`src/rtl/uart_console_if.sv`:
```
// Core-side MMIO bus of the console device: valid/ready request, one-cycle response pulse.
interface uart_console_if #(
  parameter int ADDR_W = 4
);
  logic              req_valid;
  logic              req_ready;
  logic              req_wen;
  logic [ADDR_W-1:0] req_addr;
  logic [63:0]       req_wdata;
  logic              resp_valid;
  logic [63:0]       resp_rdata;
  logic              resp_err;

  modport master (
    output req_valid, req_wen, req_addr, req_wdata,
    input  req_ready, resp_valid, resp_rdata, resp_err
  );

  modport slave (
    input  req_valid, req_wen, req_addr, req_wdata,
    output req_ready, resp_valid, resp_rdata, resp_err
  );
endinterface

```
`src/rtl/uart_console.sv`:
```
// Console device: MMIO bus endpoint that queues TX chars for the harness UART and
// fetches RX chars from it on demand.
//
// state  | meaning
// S_IDLE | pops the FIFO head whenever one is queued
// S_GAP  | idle spacing after an emitted char, gap_cnt counts down to 1
module uart_console #(
  parameter int TX_DEPTH = 8,
  parameter int TX_GAP   = 0,
  parameter int ADDR_W   = 4
) (
  input  logic               clock,
  input  logic               reset,
  uart_console_if.slave      bus,
  output logic               uart_out_valid,
  output logic [7:0]         uart_out_ch,
  output logic               uart_in_valid,
  input  logic [7:0]         uart_in_ch
);

  localparam int PTR_W = $clog2(TX_DEPTH);
  localparam int GAP_W = (TX_GAP < 2) ? 1 : $clog2(TX_GAP + 1);

  localparam logic [ADDR_W-1:0] A_TXDATA = ADDR_W'(0);
  localparam logic [ADDR_W-1:0] A_RXDATA = ADDR_W'(4);
  localparam logic [ADDR_W-1:0] A_STATUS = ADDR_W'(8);

  localparam logic [PTR_W:0] PTR_ONE  = (PTR_W+1)'(1);
  localparam logic [PTR_W:0] CNT_FULL = (PTR_W+1)'(TX_DEPTH);
  localparam logic [GAP_W-1:0] GAP_ONE  = GAP_W'(1);
  localparam logic [GAP_W-1:0] GAP_LOAD = GAP_W'(TX_GAP);

  typedef enum logic [0:0] {
    S_IDLE = 1'b0,
    S_GAP  = 1'b1
  } state_t;

  state_t           state_q, state_d;
  logic [GAP_W-1:0] gap_cnt_q, gap_cnt_d;

  logic [7:0]     mem [TX_DEPTH];
  logic [PTR_W:0] wr_ptr_q, rd_ptr_q;
  logic [PTR_W:0] tx_count;
  logic           tx_empty, tx_full;

  logic is_txdata, is_rxdata, is_status;
  logic accept, push, pop;

  logic        resp_valid_q, resp_err_q, err_d;
  logic [63:0] resp_rdata_q, rdata_d;

  logic unused_wdata;
  assign unused_wdata = ^bus.req_wdata[63:8];

  // Full-width compares also reject misaligned offsets.
  assign is_txdata = (bus.req_addr == A_TXDATA);
  assign is_rxdata = (bus.req_addr == A_RXDATA);
  assign is_status = (bus.req_addr == A_STATUS);

  assign tx_count = wr_ptr_q - rd_ptr_q;
  assign tx_empty = (tx_count == '0);
  assign tx_full  = (tx_count == CNT_FULL);

  // Only a TXDATA store into a full FIFO stalls; a same-cycle pop does not help.
  assign bus.req_ready = ~(tx_full & bus.req_wen & is_txdata);
  assign accept        = bus.req_valid & bus.req_ready;
  assign push          = accept & bus.req_wen & is_txdata;
  assign uart_in_valid = accept & ~bus.req_wen & is_rxdata;

  always_comb begin
    rdata_d = '0;
    err_d   = 1'b0;
    if (is_rxdata) begin
      if (!bus.req_wen) rdata_d = {56'b0, uart_in_ch};
    end else if (is_status) begin
      if (!bus.req_wen) rdata_d = {48'b0, 8'(tx_count), 6'b0, tx_full, tx_empty};
    end else if (!is_txdata) begin
      err_d = 1'b1;
    end
  end

  always_ff @(posedge clock or negedge reset) begin
    if (!reset) begin
      resp_valid_q <= 1'b0;
      resp_rdata_q <= '0;
      resp_err_q   <= 1'b0;
    end else begin
      resp_valid_q <= accept;
      if (accept) begin
        resp_rdata_q <= rdata_d;
        resp_err_q   <= err_d;
      end
    end
  end

  assign bus.resp_valid = resp_valid_q;
  assign bus.resp_rdata = resp_rdata_q;
  assign bus.resp_err   = resp_err_q;

  always_ff @(posedge clock) begin
    if (push) mem[wr_ptr_q[PTR_W-1:0]] <= bus.req_wdata[7:0];
  end

  always_ff @(posedge clock or negedge reset) begin
    if (!reset) begin
      wr_ptr_q <= '0;
      rd_ptr_q <= '0;
    end else begin
      if (push) wr_ptr_q <= wr_ptr_q + PTR_ONE;
      if (pop)  rd_ptr_q <= rd_ptr_q + PTR_ONE;
    end
  end

  always_comb begin
    state_d   = state_q;
    gap_cnt_d = gap_cnt_q;
    pop       = 1'b0;
    case (state_q)
      S_IDLE: begin
        if (!tx_empty) begin
          pop = 1'b1;
          if (TX_GAP != 0) begin
            state_d   = S_GAP;
            gap_cnt_d = GAP_LOAD;
          end
        end
      end
      S_GAP: begin
        gap_cnt_d = gap_cnt_q - GAP_ONE;
        if (gap_cnt_q == GAP_ONE) state_d = S_IDLE;
      end
      default: state_d = S_IDLE;
    endcase
  end

  always_ff @(posedge clock or negedge reset) begin
    if (!reset) begin
      state_q   <= S_IDLE;
      gap_cnt_q <= '0;
    end else begin
      state_q   <= state_d;
      gap_cnt_q <= gap_cnt_d;
    end
  end

  // Char is registered so the harness sees a clean one-cycle pulse.
  always_ff @(posedge clock or negedge reset) begin
    if (!reset) begin
      uart_out_valid <= 1'b0;
      uart_out_ch    <= '0;
    end else begin
      uart_out_valid <= pop;
      if (pop) uart_out_ch <= mem[rd_ptr_q[PTR_W-1:0]];
    end
  end

endmodule

```
`src/flat_wrapper.sv`:
```
// flat-port wrapper written by rule: the top's interface ports become plain ports
module uart_console_flat 
#(
  parameter int TX_DEPTH = 8,
  parameter int TX_GAP   = 0,
  parameter int ADDR_W   = 4
)
  (clock, reset, uart_out_valid, uart_out_ch, uart_in_valid, uart_in_ch, bus_req_valid, bus_req_wen, bus_req_addr, bus_req_wdata, bus_req_ready, bus_resp_valid, bus_resp_rdata, bus_resp_err);
  uart_console_if #(.ADDR_W(ADDR_W)) bus_i ();
  input  logic clock;
  input  logic reset;
  output logic uart_out_valid;
  output logic [7:0] uart_out_ch;
  output logic uart_in_valid;
  input  logic [7:0] uart_in_ch;
  input wire logic [$bits(bus_i.req_valid)-1:0] bus_req_valid;
  input wire logic [$bits(bus_i.req_wen)-1:0] bus_req_wen;
  input wire logic [$bits(bus_i.req_addr)-1:0] bus_req_addr;
  input wire logic [$bits(bus_i.req_wdata)-1:0] bus_req_wdata;
  output wire logic [$bits(bus_i.req_ready)-1:0] bus_req_ready;
  output wire logic [$bits(bus_i.resp_valid)-1:0] bus_resp_valid;
  output wire logic [$bits(bus_i.resp_rdata)-1:0] bus_resp_rdata;
  output wire logic [$bits(bus_i.resp_err)-1:0] bus_resp_err;
  assign bus_i.req_valid = bus_req_valid;
  assign bus_i.req_wen = bus_req_wen;
  assign bus_i.req_addr = bus_req_addr;
  assign bus_i.req_wdata = bus_req_wdata;
  assign bus_req_ready = bus_i.req_ready;
  assign bus_resp_valid = bus_i.resp_valid;
  assign bus_resp_rdata = bus_i.resp_rdata;
  assign bus_resp_err = bus_i.resp_err;
  uart_console #(.TX_DEPTH(TX_DEPTH), .TX_GAP(TX_GAP), .ADDR_W(ADDR_W)) u_core (.clock(clock), .reset(reset), .bus(bus_i), .uart_out_valid(uart_out_valid), .uart_out_ch(uart_out_ch), .uart_in_valid(uart_in_valid), .uart_in_ch(uart_in_ch));
endmodule
```
`config.mk`:
```
export PLATFORM = sky130hd
export DESIGN_NAME = uart_console_flat
export DESIGN_NICKNAME = d
export VERILOG_FILES = /design/src/rtl/uart_console_if.sv /design/src/rtl/uart_console.sv /design/src/flat_wrapper.sv
export SDC_FILE = /design/constraint.sdc
export NUM_CORES = 1
export LEC_CHECK = 0
export ABC_AREA = 1
export ABC_CLOCK_PERIOD_IN_PS = 2500
export BUFFER_PORTS_ARGS = -buffer_cell sky130_fd_sc_hd__buf_2
export CORE_MARGIN = 5
export CORE_UTILIZATION = 30
export DETAILED_ROUTE_END_ITERATION = 10
export GPL_ROUTABILITY_DRIVEN = 0
export PLACE_DENSITY = 0.64
export SLEW_MARGIN = 20
export SYNTH_ARGS = -nofsm -noshare
export SYNTH_HDL_FRONTEND = slang
export SYNTH_SLANG_ARGS = --single-unit
```
`constraint.sdc`:
```
create_clock -name clock -period 2.5 [get_ports clock]
set_clock_uncertainty 0.15 [all_clocks]
set_input_delay 0.125 -clock clock [delete_from_list [all_inputs] [get_ports clock]]
set_output_delay 0.125 -clock clock [all_outputs]
set_load 0.03 [all_outputs]
```
After elaboration in Yosys (flattened, before gate mapping)
Memory sizes are Yosys's and may differ from the RTL's. A register that Yosys moved wholly into a read port is not among the register bits. Cells that the tools add are included.

$add $sub $neg: 4. Eq/ne operators: 3. Muxes and demuxes: 13. Bitwise operators: 9. Reduce and logical (&&, ||, !) cells: 3.

Operators by type and width (count): 64-bit two-way mux (2); 12-bit two-way mux (1); 1-bit two-way mux (9); 4-bit by 1-bit adder with 4-bit output, second input constant (2); 4-bit == test, second input constant (2); 4-bit zero test (2); 8-bit two-way mux (1); 1-bit bitwise AND (7); 4-bit by 3-bit == test with 1-bit output, second input constant (1); 4-bit subtractor (1); 1-bit inverter (2); 1-bit zero test (1); 1-bit subtractor, second input constant (1).

Bits in registers: 77. Memory bits (writable): 64. Output and inout port bits: 77. Word-level logic and storage cells: 41. Memories: 1.

Memory list: u_core.mem (words 8, bits a word 8, read ports 1, clocked after memory_dff 1, wr ports 1, line uart_console.sv:41) `logic [7:0] mem [TX_DEPTH];`.

Logic depth before layout (Yosys ltp)
Gate-level depths: netlist (run 1).

Word-level depth: 10. Mapped depth: 13.

Worst setup path before layout (run 1)
No wires, ideal clock.

Kind: register -> register. Start point: reg u_core.wr_ptr_q[0]. End point: mem u_core.mem[0][0] (enable). Setup time: 370 ps. Data arrival time: 2079 ps. Required time: 1980 ps. Path slack: -99 ps. Cell stages (with the launch flop): 9. Path through: dfrtp_1 inv_1 ha_1 fa_1 xnor2_1 nor2_4 nand2_1 nand4_1 nor2_1.

Longest elaborated chain between the ends: 10.

Ends and longest elaborated chain: start: declaration (line uart_console.sv:42) `logic [PTR_W:0] wr_ptr_q, rd_ptr_q;`; start signal: assignment (line uart_console.sv:109) `if (push) wr_ptr_q <= wr_ptr_q + PTR_ONE;`; 4-bit subtractor (line uart_console.sv:60) `assign tx_count = wr_ptr_q - rd_ptr_q;`; 4-bit == test (line uart_console.sv:62) `assign tx_full = (tx_count == CNT_FULL);`; 1-bit bitwise AND (2 in series) (line uart_console.sv:65) `assign bus.req_ready = ~(tx_full & bus.req_wen & is_txdata);`; 1-bit inverter (line uart_console.sv:65); 1-bit bitwise AND (line uart_console.sv:66) `assign accept = bus.req_valid & bus.req_ready;`; 1-bit bitwise AND (2 in series) (line uart_console.sv:67) `assign push = accept & bus.req_wen & is_txdata;`; 1-bit two-way mux (line uart_console.sv:101) `if (push) mem[wr_ptr_q[PTR_W-1:0]] <= bus.req_wdata[7:0];`; 1-bit two-way mux (implied by the code) (line uart_console.sv:101); end: declaration (line uart_console.sv:41).

Several ways; a longest one is shown, not always the timed one.

Worst setup path after layout (run 1)
Start point: reg u_core.wr_ptr_q[0]. End point: mem u_core.mem[2][0] (enable).

Same word-level chain as after synthesis.

==> impl_metrics.toml, run 1 <==
[power_and_ir_drop]
p_leak_nw = 2.46
powerDensity_mw_per_mm2 = 995
ir_worst_vdd_mv = 0.484

[placed_design]
dp_hpwl_um = 6640
place_ws_ns = -0.0571
port_buffers = 48
placed_cell_area_mm2 = 0.00494

[hold_path]
whs_path_depth = 6
hold_path_class = "input port to flop"
whs_endpoint = "u_core.bus.resp_rdata[0]"
hp-start = "bus_req_addr[3]"

[sta]
tightest_slew_ns = 0.762
hold_viol_final = 0
slew_viol_final = 0
timing.fmax_ghz = 0.417
finalCritPeriodShare_pct = 96.0
layout_setup_ws_ns = 0.0995
slew_headroom_pct = 49.2
period_needed_ns = 2.40
setup_tns_ns = 0
setup_viol = 0

[floorplan]
start_util_pct = 30.9
die_area_mm2 = 0.0176
die_x_um = 133
core_area_mm2 = 0.0146
ioPinCount = 157
fp.dieH_um = 133
rows = 44

[route]
drcViolationCount = 0
viasPerCell = 4.35
vias = 3175
antenna_left = 0
dr.pass1.iters = 4
wirelength_um = 9780
post_drt_wl_per_cell_um = 13.4
drtIter0Drc = 182

[worst_setup_path]
rrSetupSlack_ns = 0.1
reg2reg_to = "u_core.mem[2][0]"
crit-reg2reg-launch = "u_core.wr_ptr_q[0]"
critPathMaxFanout = 8
worstSetupPathType = "flop to flop"
worstSetupStartpointType = "flop"
worstPathRequired_ns = 2.41
r2r_cells = 9
critPathCaptureType = "flop"
cp_data_arrival_time_ns = 2.31

[yosys]
synth-main-ff-cell = "edfxtp_1"
ys_async_sr_fraction_pct = 34.0
yosys-top-cells-area = "edfxtp_1 42%, dfrtp_1 18%, nand2_1 11%"
ys_seq_area_share_pct = 60.7
yosysMostFrequentCell = "nand2_1"
yosysWarningCount = 0
synth_top_area_share_pct = 42.5
synth_edf_count = 64
syn_area_per_cell_um2 = 10.0
syn_inst = 451
yosys.area.top_type = "edfxtp_1"
ys_types = 27
synth_seq_cells = 97
synthTopCellsByCount = "130 x nand2_1, 64 x edfxtp_1, 54 x buf_4, 51 x nor2_1, 37 x o21ai_0"
syn_area_mm2 = 0.00452

[global_routing]
grt_pass1_wl_um = 15800
grt_usage_pct = 11.1
grt_pass1_vias = 3035
grt_overflow = 0
antenna_found_initial = 0
grt_start_max_net_pins = 37

[finish]
fin_area_mm2 = 0.00556
syn_to_final_growth_pct = 22.8
nNetsFinal = 627
fill_cells = 1405
antennaDiodeCount = 0
post-route-util_pct = 37.9
drive_gt1_share_pct = 19.2

[clock_network]
clockBufferDepth = 2
cts_buffers = 9
h-tree-depth = 3
root_buffer = "clkbuf_16"
postCtsSetupBuffers = 0
clk_latency_ns = 0.35
cts_tree = "built"
cts.sink_count = 97
clkTransAtPathRegs_ns = 0.07

[outcome]
outcome = "completed"

[run]
maxCapViolCount = 0
## stage by stage
step / power (W) / instances / hold slack, ns
after CTS: 0.00552 / 730 / 0.0482
after detailed placement: 0.00402 / 690 / 0.101
after global routing: 0.00593 / 730 / 0.0899
after floorplan: 0.00347 / 502 / -0.321
after global placement: 0.00399 / 690 / 0.0868
final: 0.00553 / 730 / 0.0525
## layer usage
metal  track usage [%]  vias to the layer above  wire length, um
met5                 0                        -                0
met4              2.94                        0               91
met3              3.57                       12              764
met2              18.2                      127             4640
met1              14.2                     1478             4290
li1                  -                     1558                -
## cell families after synthesis
logic type / Yosys count / synth area share [%]
compound gates: 50 / 5.75
xor+xnor: 6 / 1.16
fa+ha+maj: 6 / 1.83
buf+inv: 88 / 12.1
flops: 97 / 60.7
other cells: 1 / 0.0829
simple gates: 203 / 18.3
## worst max-delay path, stage by stage (launching register included)
cell and delay [ns]:
dfrtp_1 0.38, inv_1 0.08, ha_2 0.19, fa_2 0.45, nand2_2 0.10, nor2_4 0.05, nand2_4 0.09, nand4_1 0.21
nor2_1 0.21, buf_6 0.18
## how the worst max path moves through the flow
stage | depth (start not counted) | end | slack, ns | start
3_5_place_dp | 8 | u_core.mem[4][2] | -0.06 | u_core.rd_ptr_q[0]
5_1_grt | 9 | u_core.mem[2][0] | -0.05 | u_core.wr_ptr_q[0]
2_1_floorplan | 8 | u_core.mem[0][0] | -0.1 | u_core.wr_ptr_q[0]
3_3_place_gp | 8 | u_core.mem[6][1] | -0.003 | u_core.rd_ptr_q[0]
6_report | 9 | u_core.mem[2][0] | 0.1 | u_core.wr_ptr_q[0]
4_1_cts | 8 | u_core.mem[4][3] | 0.03 | u_core.rd_ptr_q[0]
## registers in the layout, indices dropped and copies added (netlist names)
name and cells:
u_core.state_q 1, u_core.uart_out_ch 8, u_core.mem 64, u_core.wr_ptr_q 4, u_core.uart_out_valid 1, u_core.bus.resp_valid 1, u_core.gap_cnt_q 1, u_core.bus.resp_rdata 12
u_core.rd_ptr_q 4, u_core.bus.resp_err 1
## cells in the final DEF, fill, tap and decap left out
| cell type | instances |
|---|---|
| nand2_1 | 128 |
| edfxtp_1 | 64 |
| conb_1 | 52 |
| buf_2 | 47 |
| nor2_1 | 46 |
| o21ai_0 | 37 |
| dfrtp_1 | 33 |
| dlygate4sd3_1 | 24 |
| inv_1 | 20 |
| buf_4 | 16 |
| nand3_1 | 9 |
| clkbuf_16 | 9 |
| o22ai_1 | 8 |
| nor2_2 | 6 |
| nand4_1 | 5 |
| buf_6 | 5 |
| o21ai_1 | 4 |
| xor2_1 | 4 |
| ha_1 | 3 |
| buf_12 | 3 |
| nor2_4 | 2 |
| nand2_4 | 2 |
| nor3_1 | 2 |
| inv_6 | 2 |
| clkinv_1 | 1 |
| a21oi_2 | 1 |
| nand2_2 | 1 |
| xnor2_2 | 1 |
| nand3_4 | 1 |
| nor4_2 | 1 |
| xnor2_1 | 1 |
| fa_2 | 1 |
| ha_2 | 1 |
| ha_4 | 1 |
| bufinv_16 | 1 |
| clkinv_2 | 1 |
| clkbuf_8 | 1 |
| inv_8 | 1 |
| clkinvlp_4 | 1 |
## power by group
part / internal [W] / switching (W)
clock network: 0.000815 / 0.000624
logic: 0.000729 / 0.00143
registers: 0.00186 / 0.0000743
total: 0.00340 / 0.00213
## cell type report
cell class                 count  area [um^2]  area share (%)
clock buffer                  10          239            4.30
sequential                    97         2750            49.4
inverter                      21         78.8            1.42
timing repair buffer          95          712            12.8
multi-input combinational    317         1480            26.6
tap                          184          230            4.14
clock inverter                 6         71.3            1.28
## timing repair
| action | in CTS | in global routing |
|---|---|---|
| hold buffers | 24 | 0 |
| cloned | 0 | 0 |
| endpoints found under the hold margin | 109 | 0 |
| pin swaps | 2 | 4 |
| resized for setup | 3 | 14 |
| endpoints found under the setup margin | 56 | 57 |
(Power assumes the default switching activity.)
==> inputs of run 2 (changes only) <==
Settings changed: CTS_CLUSTER_DIAMETER from default to 40, GPL_TIMING_DRIVEN from default to 0, PLACE_DENSITY 0.64 to 0.63.
==> impl_metrics.toml, run 2 (same netlist as run 1, synthesis figures left out) <==
[floorplan]
rows = 44
fp.dieH_um = 133
die_x_um = 133
start_util_pct = 30.9
core_area_mm2 = 0.0146
die_area_mm2 = 0.0176
ioPinCount = 157

[worst_setup_path]
critPathCaptureType = "output pin"
rrSetupSlack_ns = 0.12
worstPathRequired_ns = 2.23
critPathTopFamily = "adder cells"
worst-path-buf-inv = 2
worstSetupStartpointType = "flop"
worstSetupPathType = "flop to output pin"
worst_path_max_delay_cell = "fa_2"
cp_data_arrival_time_ns = 2.12
critPathMaxFanout = 4
max_stage_delay_ns = 0.53
crit_chain = "inv_2 -> ha_2 -> fa_2 -> nand2_1 -> nor2_4 -> nand3_2 -> buf_2"

[clock_network]
h-tree-depth = 3
clkTransAtPathRegs_ns = 0.06
cts_tree = "built"
cts_buffers = 9
root_buffer = "clkbuf_16"
clk_latency_ns = 0.35
cts.sink_count = 97
clockBufferDepth = 2

[finish]
layout_common_cells = "128 x nand2_1, 65 x buf_4, 64 x edfxtp_1"
final_common_cell = "nand2_1"
antennaDiodeCount = 0
fill_cells = 1376
multi_input_area_mm2 = 0.00152
syn_to_final_growth_pct = 33.3
fin_area_mm2 = 0.00603
nNetsFinal = 685
largest_reg_flops = 64
drive_gt1_share_pct = 27.8
regArea_mm2 = 0.00275

[route]
wirelength_um = 11100
post_drt_wl_per_cell_um = 14.1
dr.pass1.iters = 5
viasPerCell = 4.34
antenna_left = 0
drtIter0Drc = 262
drcViolationCount = 0
vias = 3420

[power_and_ir_drop]
p_leak_nw = 2.76
powerDensity_mw_per_mm2 = 952
ir_worst_vdd_mv = 0.375

[global_routing]
grt_pass1_vias = 3429
grt_pass1_wl_um = 17600
grt_start_max_net_pins = 34
antenna_found_initial = 0
grt_overflow = 0
grt_usage_pct = 12.6

[run]
maxCapViolCount = 0

[hold_path]
hold_path_class = "input port to flop"

[sta]
hold_viol_final = 0
rsz0062_at_grt = "false"
setup_viol = 0
period_needed_ns = 2.39
finalCritPeriodShare_pct = 95.8
timing.fmax_ghz = 0.418
layout_setup_ws_ns = 0.106
tightest_slew_ns = 0.766
holdWs_ns = 0.00464
slew_viol_final = 0
slew_headroom_pct = 49.0

[placed_design]
dp_hpwl_um = 7290
placed_cell_area_mm2 = 0.00519
port_buffers = 47
place_ws_ns = -0.949

[outcome]
outcome = "completed"
## run 2: changes by cell type in the layout (fill, tap and decap cells not counted), moves of 3 or more
cell / before / now
clkbuf_1: 0 / 7
dlygate4sd3_1: 24 / 19
buf_12: 3 / 7
nor2_4: 2 / 10
nor2_2: 6 / 1
nor2_1: 46 / 43
buf_4: 16 / 65
buf_2: 47 / 52
## run 2: repair_timing
action,4_1_cts,5_1_grt
hold buffers,19,0
setup buffers,15,5
pin swaps,12,5
gates resized for setup,20,11
hold endpoints to repair,110,0
cloned,0,0
setup endpoints to repair,68,65
## run 2: power by group
group	switching (W)	internal, W
clock network	0.000601	0.000777
logic	0.00157	0.000842
registers	0.0000985	0.00186
## run 2: area by class of cell
type,instances,share of cell area (%)
buffer,67,7.88
clock buffer,10,3.80
clock inverter,6,1.10
inverter,21,1.45
multi-input combinational,317,25.2
sequential,97,45.6
tap,184,3.82
timing repair buffer,86,11.1
## run 2: final timing paths
| path | cells past startpoint | endpoint | startpoint |
|---|---|---|---|
| setup / recovery | 7 | bus_req_ready | u_core.wr_ptr_q[0] |
| hold / removal | 4 | u_core.bus.resp_rdata[5] | bus_req_addr[3] |
| setup reg to reg | 10 | u_core.mem[5][7] | u_core.wr_ptr_q[0] |
| hold reg to reg | 1 | u_core.state_q | u_core.gap_cnt_q |
| max in group asynchronous | 2 | u_core.wr_ptr_q[1] | reset |
| min in group asynchronous | 2 | u_core.bus.resp_rdata[1] | reset |
## run 2: per-stage QoR
step / util [%] / TNS [ns] / std cells / total power [W]
finish: 41.2 / 0 / 788 / 0.00574
global route: 41.2 / 0 / 788 / 0.00606
CTS: 40.7 / 0 / 783 / 0.00562
detailed placement: 35.4 / -48.49 / 733 / 0.00406
global placement: 35.4 / -44.89 / 733 / 0.00401
floorplan: - / -3.18 / 502 / 0.00347
## run 2: worst min-delay path: cells and delay by family
| family | cells | cell delay [ns] |
|---|---|---|
| buffers and inverters | 1 | 0.12 |
| AND/OR/NAND/NOR | 3 | 0.22 |
## run 2: routing by layer
metal | wire, um | part of all wire, % | track usage [%] | up-vias
met5 | 0 | 0 | 0 | -
met4 | 154 | 1.4 | 2.89 | 0
met3 | 1140 | 10 | 5.54 | 17
met2 | 5140 | 46 | 20.7 | 166
met1 | 4690 | 42 | 15.3 | 1568
li1 | - | - | - | 1669
==> inputs of run 3 (changes only) <==
Settings changed: CORE_ASPECT_RATIO from default to 2.
==> impl_metrics.toml, run 3 (same netlist as run 1, synthesis figures left out) <==
[worst_setup_path]
critical_path.most_common_cell = "nor2_4"
crit-reg2reg-launch = "u_core.rd_ptr_q[0]"
cp_data_arrival_time_ns = 2.34
critPathMaxFanout = 8
cp-startpoint = "u_core.rd_ptr_q[0]"
worstSetupStartpointType = "flop"
path_depth = 9
critPathCaptureType = "flop"
reg2reg_to = "u_core.mem[6][7]"
crit_chain = "ha_4 -> fa_2 -> xnor2_4 -> nor2_4 -> nand2_2 -> nand4_1 -> buf_6 -> nor2_4 -> buf_12"
max_stage_delay_ns = 0.45
critPathTopFamily = "adder cells"
worstPathRequired_ns = 2.41
rrSetupSlack_ns = 0.07
worstSetupPathType = "flop to flop"
worst_path_max_delay_cell = "dfrtp_2"
worst-path-buf-inv = 2
cp-endpoint = "u_core.mem[6][7]"
r2r_cells = 9

[placed_design]
port_buffers = 47
placed_cell_area_mm2 = 0.00520
dp_hpwl_um = 7800
place_inst = 744

[run]
maxCapViolCount = 0

[route]
wirelength_um = 11100
drtIter0Drc = 124
vias = 3485
dr.pass1.iters = 6
antenna_left = 0
drcViolationCount = 0
post_drt_wl_per_cell_um = 13.9
viasPerCell = 4.35

[global_routing]
grt_start_max_net_pins = 34
grt_pass1_wl_um = 17500
antenna_found_initial = 0
grt_usage_pct = 12.5
grt_overflow = 0
grt_pass1_vias = 3615

[floorplan]
start_util_pct = 30.5
rows = 63
ioPinCount = 157
die_area_mm2 = 0.0178
core_area_mm2 = 0.0148
die_x_um = 96.8
fp.dieH_um = 184

[finish]
antennaDiodeCount = 0
fin_area_mm2 = 0.00611
final_common_cell = "nand2_1"
fill_cells = 1388
stdcell_count = 801
layout_common_cells = "127 x nand2_1, 64 x edfxtp_1, 63 x buf_4"
post-route-util_pct = 41.2
multi_input_area_mm2 = 0.00157
drive_gt1_share_pct = 28.4
syn_to_final_growth_pct = 35.0
regArea_mm2 = 0.00275
nNetsFinal = 688
largest_reg_flops = 64

[sta]
period_needed_ns = 2.43
slew_headroom_pct = 48.5
slew_viol_final = 0
rsz0062_at_grt = "true"
holdWs_ns = 0.00955
tightest_slew_ns = 0.772
hold_viol_final = 0
finalCritPeriodShare_pct = 97.3
timing.fmax_ghz = 0.411
setup_viol = 0

[clock_network]
clockBufferDepth = 2
cts_tree = "built"
clkTransAtPathRegs_ns = 0.07
cts_buffers = 9
h-tree-depth = 3
clk_latency_ns = 0.34
root_buffer = "clkbuf_16"
cts.sink_count = 97

[power_and_ir_drop]
powerDensity_mw_per_mm2 = 923
ir_worst_vdd_mv = 0.353
p_leak_nw = 2.75

[hold_path]
hold_path_class = "input port to flop"

[outcome]
outcome = "completed"
## run 3: area by class of cell
class | instances | share of cell area (%)
timing repair buffer | 89 | 11.7
clock buffer | 9 | 3.69
clock inverter | 6 | 0.717
multi-input combinational | 317 | 25.7
inverter | 21 | 1.39
tap | 195 | 4.00
sequential | 97 | 45.0
buffer | 67 | 7.79
## run 3: metrics by stage
step	setup WS, ns	TNS [ns]	power [W]
after global placement	-0.804	-41.58	0.00398
after detailed placement	-0.870	-43.72	0.00401
final	0.0674	0	0.00564
after global routing	-0.0320	-1.04	0.00602
after floorplan	-0.0994	-3.18	0.00347
after CTS	0.0255	0	0.00548
## run 3: power breakdown
group | internal [W] | switching [W] | total, W
logic | 0.000881 | 0.00154 | 0.00242
registers | 0.00186 | 0.000115 | 0.00197
clock network | 0.000671 | 0.000575 | 0.00125
## run 3: timing repair
action / CTS / global route
endpoints found under the setup margin: 65 / 71
gates cloned: 0 / 0
setup buffers: 17 / 2
pin swaps: 12 / 11
endpoints found under the hold margin: 110 / 0
gates resized for setup: 22 / 14
hold buffers: 23 / 0
## run 3: worst register-to-register path: stages (launching register included)
cell and delay [ns]:
dfrtp_2 0.45, ha_4 0.18, fa_2 0.42, xnor2_4 0.18, nor2_4 0.08, nand2_2 0.11, nand4_1 0.13, buf_6 0.18
nor2_4 0.12, buf_12 0.14
## run 3: worst min path at each step
stage	start	to	slack (ns)	cells past startpoint
floorplan	reset	u_core.bus.resp_err	-0.32	0
global placement	reset	u_core.bus.resp_rdata[1]	0.08	1
detailed placement	reset	u_core.wr_ptr_q[3]	0.09	1
CTS	bus_req_addr[3]	u_core.bus.resp_rdata[6]	0.002	4
global route	bus_req_addr[3]	u_core.bus.resp_rdata[6]	0.02	4
finish	bus_req_addr[3]	u_core.bus.resp_rdata[6]	0.01	4
## run 3: layer usage
metal,up-vias,global-route usage [%],share of wire (%)
li1,1678,-,-
met1,1625,10.4,31
met2,142,24.8,58
met3,40,3.04,5.8
met4,0,8.77,4.8
met5,-,0,0
